## config.mk

```make
export PLATFORM = sky130hd
export DESIGN_NAME = if_stage
export DESIGN_NICKNAME = d
export VERILOG_FILES = /design/src/rtl/if_stage.sv
export SDC_FILE = /design/constraint.sdc
export NUM_CORES = 1
export LEC_CHECK = 0
export CORE_MARGIN = 2
export CORE_UTILIZATION = 54
export DETAILED_ROUTE_END_ITERATION = 10
export PLACE_DENSITY = 0.88
export SYNTH_ARGS = -nofsm -noshare
export SYNTH_HDL_FRONTEND = slang
export SYNTH_SLANG_ARGS = --single-unit
export TNS_END_PERCENT = 20
```

## constraint.sdc

```tcl
create_clock -name clk -period 16 [get_ports clk]
set_clock_uncertainty 0.1 [all_clocks]
set_input_delay 4.8 -clock clk [delete_from_list [all_inputs] [get_ports clk]]
set_output_delay 4.8 -clock clk [all_outputs]
set_load 0.02 [all_outputs]
```

## src/rtl/if_stage.sv

```systemverilog
// -----------------------------------------------------------------------------
// if_stage -- instruction fetch stage
//
// Owns the fetch PC and issues word fetches to instruction memory over a
// req/gnt/rvalid handshake. Returned words are buffered in a small in-order
// FIFO and handed to decode as {inst, inst_addr} with valid/ready. A redirect
// from execute retargets the PC, flushes the FIFO and arranges for every
// response still in flight to be dropped on arrival.
//
// Optional feature (macro IF_PERF_CNT_EN): adds the fetch_cnt / redirect_cnt
// performance counter outputs. With the macro undefined the ports are absent
// and the core behaviour is identical.
//
// Parameters
//   RESET_PC       first fetch address after reset
//   FIFO_DEPTH     instruction buffer entries (power of 2, >= 2); also caps
//                  outstanding plus buffered fetches
//
// Ports
//   clk            clock, all state updates on the rising edge
//   rst            synchronous reset, active-high
//   imem_req       fetch request valid
//   imem_addr      fetch address (word aligned)
//   imem_gnt       request accepted this cycle (only meaningful with imem_req)
//   imem_rvalid    read data valid, one per grant, in order
//   imem_rdata     returned instruction word
//   redirect_valid redirect this cycle
//   redirect_pc    redirect target (low two bits ignored)
//   id_valid       inst/inst_addr valid to decode
//   id_ready       decode accepts
//   inst           instruction word at the FIFO head
//   inst_addr      PC of inst
//   fetch_cnt      (IF_PERF_CNT_EN) instructions accepted by decode
//   redirect_cnt   (IF_PERF_CNT_EN) redirect cycles seen
// -----------------------------------------------------------------------------
module if_stage #(
  parameter logic [63:0] RESET_PC   = 64'h0000_0000_8000_0000,
  parameter int          FIFO_DEPTH = 2
) (
  input  logic        clk,
  input  logic        rst,
  output logic        imem_req,
  output logic [63:0] imem_addr,
  input  logic        imem_gnt,
  input  logic        imem_rvalid,
  input  logic [31:0] imem_rdata,
  input  logic        redirect_valid,
  input  logic [63:0] redirect_pc,
  output logic        id_valid,
  input  logic        id_ready,
  output logic [31:0] inst,
`ifdef IF_PERF_CNT_EN
  output logic [63:0] inst_addr,
  output logic [63:0] fetch_cnt,
  output logic [63:0] redirect_cnt
`else
  output logic [63:0] inst_addr
`endif
);

  localparam int PTR_W = $clog2(FIFO_DEPTH);
  localparam int CNT_W = $clog2(FIFO_DEPTH + 1);

  // ---------------------------------------------------------------------------
  // State
  // ---------------------------------------------------------------------------
  logic [63:0]      fetch_pc;      // next address to request
  logic [63:0]      resp_pc;       // PC of the next response that is kept
  logic [CNT_W-1:0] outstanding;   // granted but not yet returned
  logic [CNT_W-1:0] drop_cnt;      // in-flight responses belonging to a dead stream
  logic [CNT_W-1:0] fifo_count;
  logic [PTR_W-1:0] rd_ptr;
  logic [PTR_W-1:0] wr_ptr;

  logic [31:0]      inst_mem [FIFO_DEPTH];
  logic [63:0]      addr_mem [FIFO_DEPTH];

  // Last popped entry, shown to decode while the FIFO is empty.
  logic [31:0]      last_inst;
  logic [63:0]      last_addr;

  // ---------------------------------------------------------------------------
  // Combinational control
  // ---------------------------------------------------------------------------
  logic             fifo_empty;
  logic             fifo_full;
  logic [CNT_W:0]   inflight;
  logic             grant;
  logic             drop;
  logic             push;
  logic             pop;
  logic [CNT_W-1:0] outstanding_resp;
  logic [CNT_W-1:0] outstanding_next;
  logic [63:0]      redirect_target;

  // NOTE: every signal in an always_comb gets a default assignment before any
  // conditional logic, so no path can leave it unassigned and infer a latch.
  always_comb begin
    fifo_empty       = (fifo_count == '0);
    fifo_full        = (fifo_count == CNT_W'(FIFO_DEPTH));
    inflight         = {1'b0, outstanding} + {1'b0, fifo_count};
    redirect_target  = redirect_pc & ~64'd3;

    // Throttle: never have more fetches alive than the FIFO can absorb, so a
    // kept response always finds a free slot.
    imem_req         = ~rst & ~redirect_valid & (inflight < (CNT_W + 1)'(FIFO_DEPTH));
    grant            = imem_req & imem_gnt;

    drop             = imem_rvalid & (drop_cnt != '0);
    push             = imem_rvalid & ~drop & ~redirect_valid;

    id_valid         = ~rst & ~fifo_empty & ~redirect_valid;
    pop              = id_valid & id_ready;

    // Response accounting happens before the redirect samples the count, so a
    // response arriving in the redirect cycle is not counted as still pending.
    outstanding_resp = outstanding - CNT_W'(imem_rvalid);
    outstanding_next = outstanding_resp + CNT_W'(grant);
  end

  assign imem_addr = fetch_pc;

  always_comb begin
    inst      = '0;
    inst_addr = '0;
    if (!rst) begin
      if (fifo_empty) begin
        inst      = last_inst;
        inst_addr = last_addr;
      end else begin
        inst      = inst_mem[rd_ptr];
        inst_addr = addr_mem[rd_ptr];
      end
    end
  end

  // ---------------------------------------------------------------------------
  // PC, counters and FIFO pointers
  // ---------------------------------------------------------------------------
  // NOTE: sequential state is written only with non-blocking assignments so
  // every register samples the pre-edge values, independent of process order.
  always_ff @(posedge clk) begin
    if (rst) begin
      fetch_pc    <= RESET_PC;
      resp_pc     <= RESET_PC;
      outstanding <= '0;
      drop_cnt    <= '0;
      fifo_count  <= '0;
      rd_ptr      <= '0;
      wr_ptr      <= '0;
      last_inst   <= '0;
      last_addr   <= '0;
    end else begin
      outstanding <= outstanding_next;

      if (redirect_valid) begin
        // Redirect wins over everything: new stream, empty buffer, and every
        // response still in flight belongs to the old stream.
        fetch_pc   <= redirect_target;
        resp_pc    <= redirect_target;
        drop_cnt   <= outstanding_resp;
        fifo_count <= '0;
        rd_ptr     <= '0;
        wr_ptr     <= '0;
      end else begin
        if (grant) begin
          fetch_pc <= fetch_pc + 64'd4;
        end
        if (drop) begin
          drop_cnt <= drop_cnt - CNT_W'(1);
        end
        if (push) begin
          resp_pc <= resp_pc + 64'd4;
          wr_ptr  <= wr_ptr + PTR_W'(1);
        end
        if (pop) begin
          rd_ptr    <= rd_ptr + PTR_W'(1);
          last_inst <= inst_mem[rd_ptr];
          last_addr <= addr_mem[rd_ptr];
        end
        fifo_count <= fifo_count + CNT_W'(push) - CNT_W'(pop);
      end
    end
  end

  // NOTE: the buffer storage has no reset; fifo_count gates every read, so
  // stale contents are never visible and the array can map to plain flops/RAM.
  always_ff @(posedge clk) begin
    if (push) begin
      inst_mem[wr_ptr] <= imem_rdata;
      addr_mem[wr_ptr] <= resp_pc;
    end
  end

  // ---------------------------------------------------------------------------
  // Optional performance counters
  // ---------------------------------------------------------------------------
`ifdef IF_PERF_CNT_EN
  always_ff @(posedge clk) begin
    if (rst) begin
      fetch_cnt    <= '0;
      redirect_cnt <= '0;
    end else begin
      if (pop) begin
        fetch_cnt <= fetch_cnt + 64'd1;
      end
      if (redirect_valid) begin
        redirect_cnt <= redirect_cnt + 64'd1;
      end
    end
  end
`endif

  // ---------------------------------------------------------------------------
  // Protocol checks
  // ---------------------------------------------------------------------------
  // The request throttle makes a push into a full, non-draining FIFO impossible
  // unless the memory returns data it was never asked for.
  overflow_check : assert property (@(posedge clk) disable iff (rst)
    !(push && fifo_full && !pop));

  spurious_rvalid_check : assert property (@(posedge clk) disable iff (rst)
    imem_rvalid |-> (outstanding != '0));

endmodule

```

==> out/results.tsv <==
metric	value	unit
postRouteAntennaNets	0	
drtIter0Drc	1272	
critical_path.startpoint	rst	
ys_top_cells_by_count	nor2_1 (250), dfxtp_1 (227), a211oi_1 (206)	
cts_tree	yes	
io_pins	264	
dieArea	36500	um2
coreArea	34500	um2
reg2reg_from	fifo_count[1]	
synth.distinct_cells	74	
crit_chain	buf_6 > buf_4 > a211oi_1 > clkdlybuf4s50_1	
start_util	54.7	%
clkTransAtPathRegs	0.07	ns
drv_cap	0	
final.setup.tns	0	ns
ys_seq_elements	415	
rsz0062_at_grt	no	
grt_pass1_vias	14722	
drt-pass1-iter-count	7	
startpoint_type	input port	
ys_warn_count	0	
period_needed	11.87	ns
synthFlopType	dfxtp_1	
min_period_over_period	74.2	%
numClockSinks	415	
synth_cells	1792	
gp_congestion	0.976	
vdd_drop_max	0.0000674	V
async_flop_share	0	%
wl_per_cell	21.0	um
run_status	finished clean	
whs	0.396	ns
antenna_found_initial	0	
critPathRequiredTime	11.10	ns
syn_to_final_growth	22.2	%
clk_latency	0.54	ns
slowest_stage	buf_4	
relSlewSlack	24.9	%
post_cts_resized	0	
grt-ovfl-total	0	
yosysMostFrequentCell	nor2_1	
crit_path_end	inst_addr[3]	
synth-seq-area-share	53.9	%
worstMarginPinSlew	1.13	ns
ctsHoldBuffers	0	
hold_viol	0	
grt_pass1_wl	80400	um
synth_area	18900	um2
setup_violations	0	
fp.dieW	191	um
drive_above_1_share	6.00	%
synth_edf_count	188	
dieHeight	191	um
dp_hpwl	34700	um
worstPathMaxFanout	103	
reg2reg_setup_slack	12.19	ns
synth_top_area_share	29.9	%
htreeDepth	2	
diodes	0	
synth_largest_area_cell	edfxtp_1	
finalMaxSlewViolations	0	
num_vias	15494	
cp.arrival	6.97	ns
clock_path_buffers	3	
finalWirelength	51900	um
yosys-top-cells-area	edfxtp_1 (30%), dfxtp_1 (24%), a211oi_1 (8.2%)	
post-cts-setup-buffers	0	
r2r_cells	7	
hold_path.class	register to register	
post-route-drc-count	0	
row_count	68	
root_buffer	clkbuf_16	
avgSynthCellArea	10.5	um2
multiInputGateArea	8150	um2
regArea	10200	um2
portBuffers	257	
power_per_cell_area	106	nW/um2
p_leak	7.21	nW
reg2reg_to	last_addr[49]	
finalPower	0.00246	W
cpPeakStageDelay	0.76	ns
track_usage	27.9	%
timing.fmax	0.0842	GHz
grt_max_degree	109	
vias_per_cell	6.27	
fillers	2546	
fin_nets	2094	
numCtsBuffers	43	
critical_path_class	input port to primary output	
worstSetupEndpointType	primary output	
[layout by cell type, fill, tap and decap left out, types with 16 or more instances in the layout]
cell | Yosys | final
xor2_1 | 41 | 41
clkbuf_1 | 103 | 16
nor4_1 | 29 | 29
o21a_1 | 38 | 38
edfxtp_1 | 188 | 188
o31a_1 | 29 | 29
nand3_1 | 54 | 54
a21oi_1 | 20 | 20
and4_1 | 17 | 17
a21boi_0 | 32 | 32
xnor2_1 | 22 | 22
nor2_1 | 250 | 249
nor3_1 | 26 | 26
nand4_1 | 53 | 53
clkbuf_16 | 0 | 44
inv_1 | 21 | 20
mux2i_1 | 105 | 105
clkdlybuf4s50_1 | 0 | 255
buf_4 | 4 | 18
dfxtp_1 | 227 | 226
a211oi_1 | 206 | 206
nand2_1 | 79 | 79
o21ai_0 | 25 | 25
and3_1 | 34 | 32
[kinds of logic (layout without fill, tap and decap cells)]
logic type      after synthesis  in the layout  share of synthesized area [%]
compound gates              420            420                           16.4
xor+xnor                     63             63                           2.92
fa+ha+maj                     8              8                          0.569
buf+inv                     154            375                           3.18
flops                       415            415                           53.9
mux                         108            108                           5.74
other cells                   1              4                         0.0198
simple gates                623            623                           17.3
[how the worst min path moves through the flow]
stage	start	end	cells past startpoint
6_report	resp_pc[63]	addr_mem[0][63]	0
5_1_grt	last_addr[54]	last_addr[54]	2
4_1_cts	last_addr[48]	last_addr[48]	2
3_5_place_dp	resp_pc[63]	addr_mem[0][63]	0
3_3_place_gp	resp_pc[63]	addr_mem[1][63]	0
2_1_floorplan	resp_pc[63]	addr_mem[0][63]	0
[where the power goes]
| part | total, W | internal [W] | leakage, nW | switching [W] |
|---|---|---|---|---|
| logic | 0.000247 | 0.000103 | 2.94 | 0.000144 |
| registers | 0.00120 | 0.00116 | 3.59 | 0.0000480 |
| clock network | 0.00101 | 0.000599 | 0.683 | 0.000407 |
[metal layers]
layer / global-route usage (%) / vias up / wire length (um)
li1: - / 7158 / -
met1: 39.1 / 7383 / 21700
met2: 43.7 / 817 / 23700
met3: 5.65 / 136 / 5010
met4: 8.82 / 0 / 1570
met5: 0 / - / 0
[layout make-up]
type / instances / area share, %
flip-flops and latches: 415 / 44.1
multi-input cells: 1226 / 35.3
repair buffers: 275 / 11.7
clock buffers: 62 / 5.14
well taps: 455 / 2.46
clock inverters: 15 / 0.937
inverters: 23 / 0.384
[sequential cells by signal, indices dropped and copies added (netlist names), 32 cells and up, named ones only]
register	cells
addr_mem	124
imem_addr	62
inst_mem	64
last_addr	62
last_inst	32
resp_pc	62
[through the flow]
| step | setup slack, ns | utilization, % | instances | cell area, um2 |
|---|---|---|---|---|
| floorplan | 5.18 | - | 1795 | 18900 |
| global placement | 4.20 | 62.8 | 2394 | 21700 |
| detailed placement | 4.16 | 62.8 | 2394 | 21700 |
| CTS | 4.14 | 66.9 | 2471 | 23100 |
| global route | 3.99 | 66.9 | 2471 | 23100 |
| finish | 4.13 | 66.9 | 2471 | 23100 |
[critical path, delay by kind of cell]
| kind | cells | cell delay (ns) |
|---|---|---|
| AO/OA/AOI/OAI | 1 | 0.17 |
| buffers and inverters | 3 | 1.93 |
(Power assumes the default switching activity.)
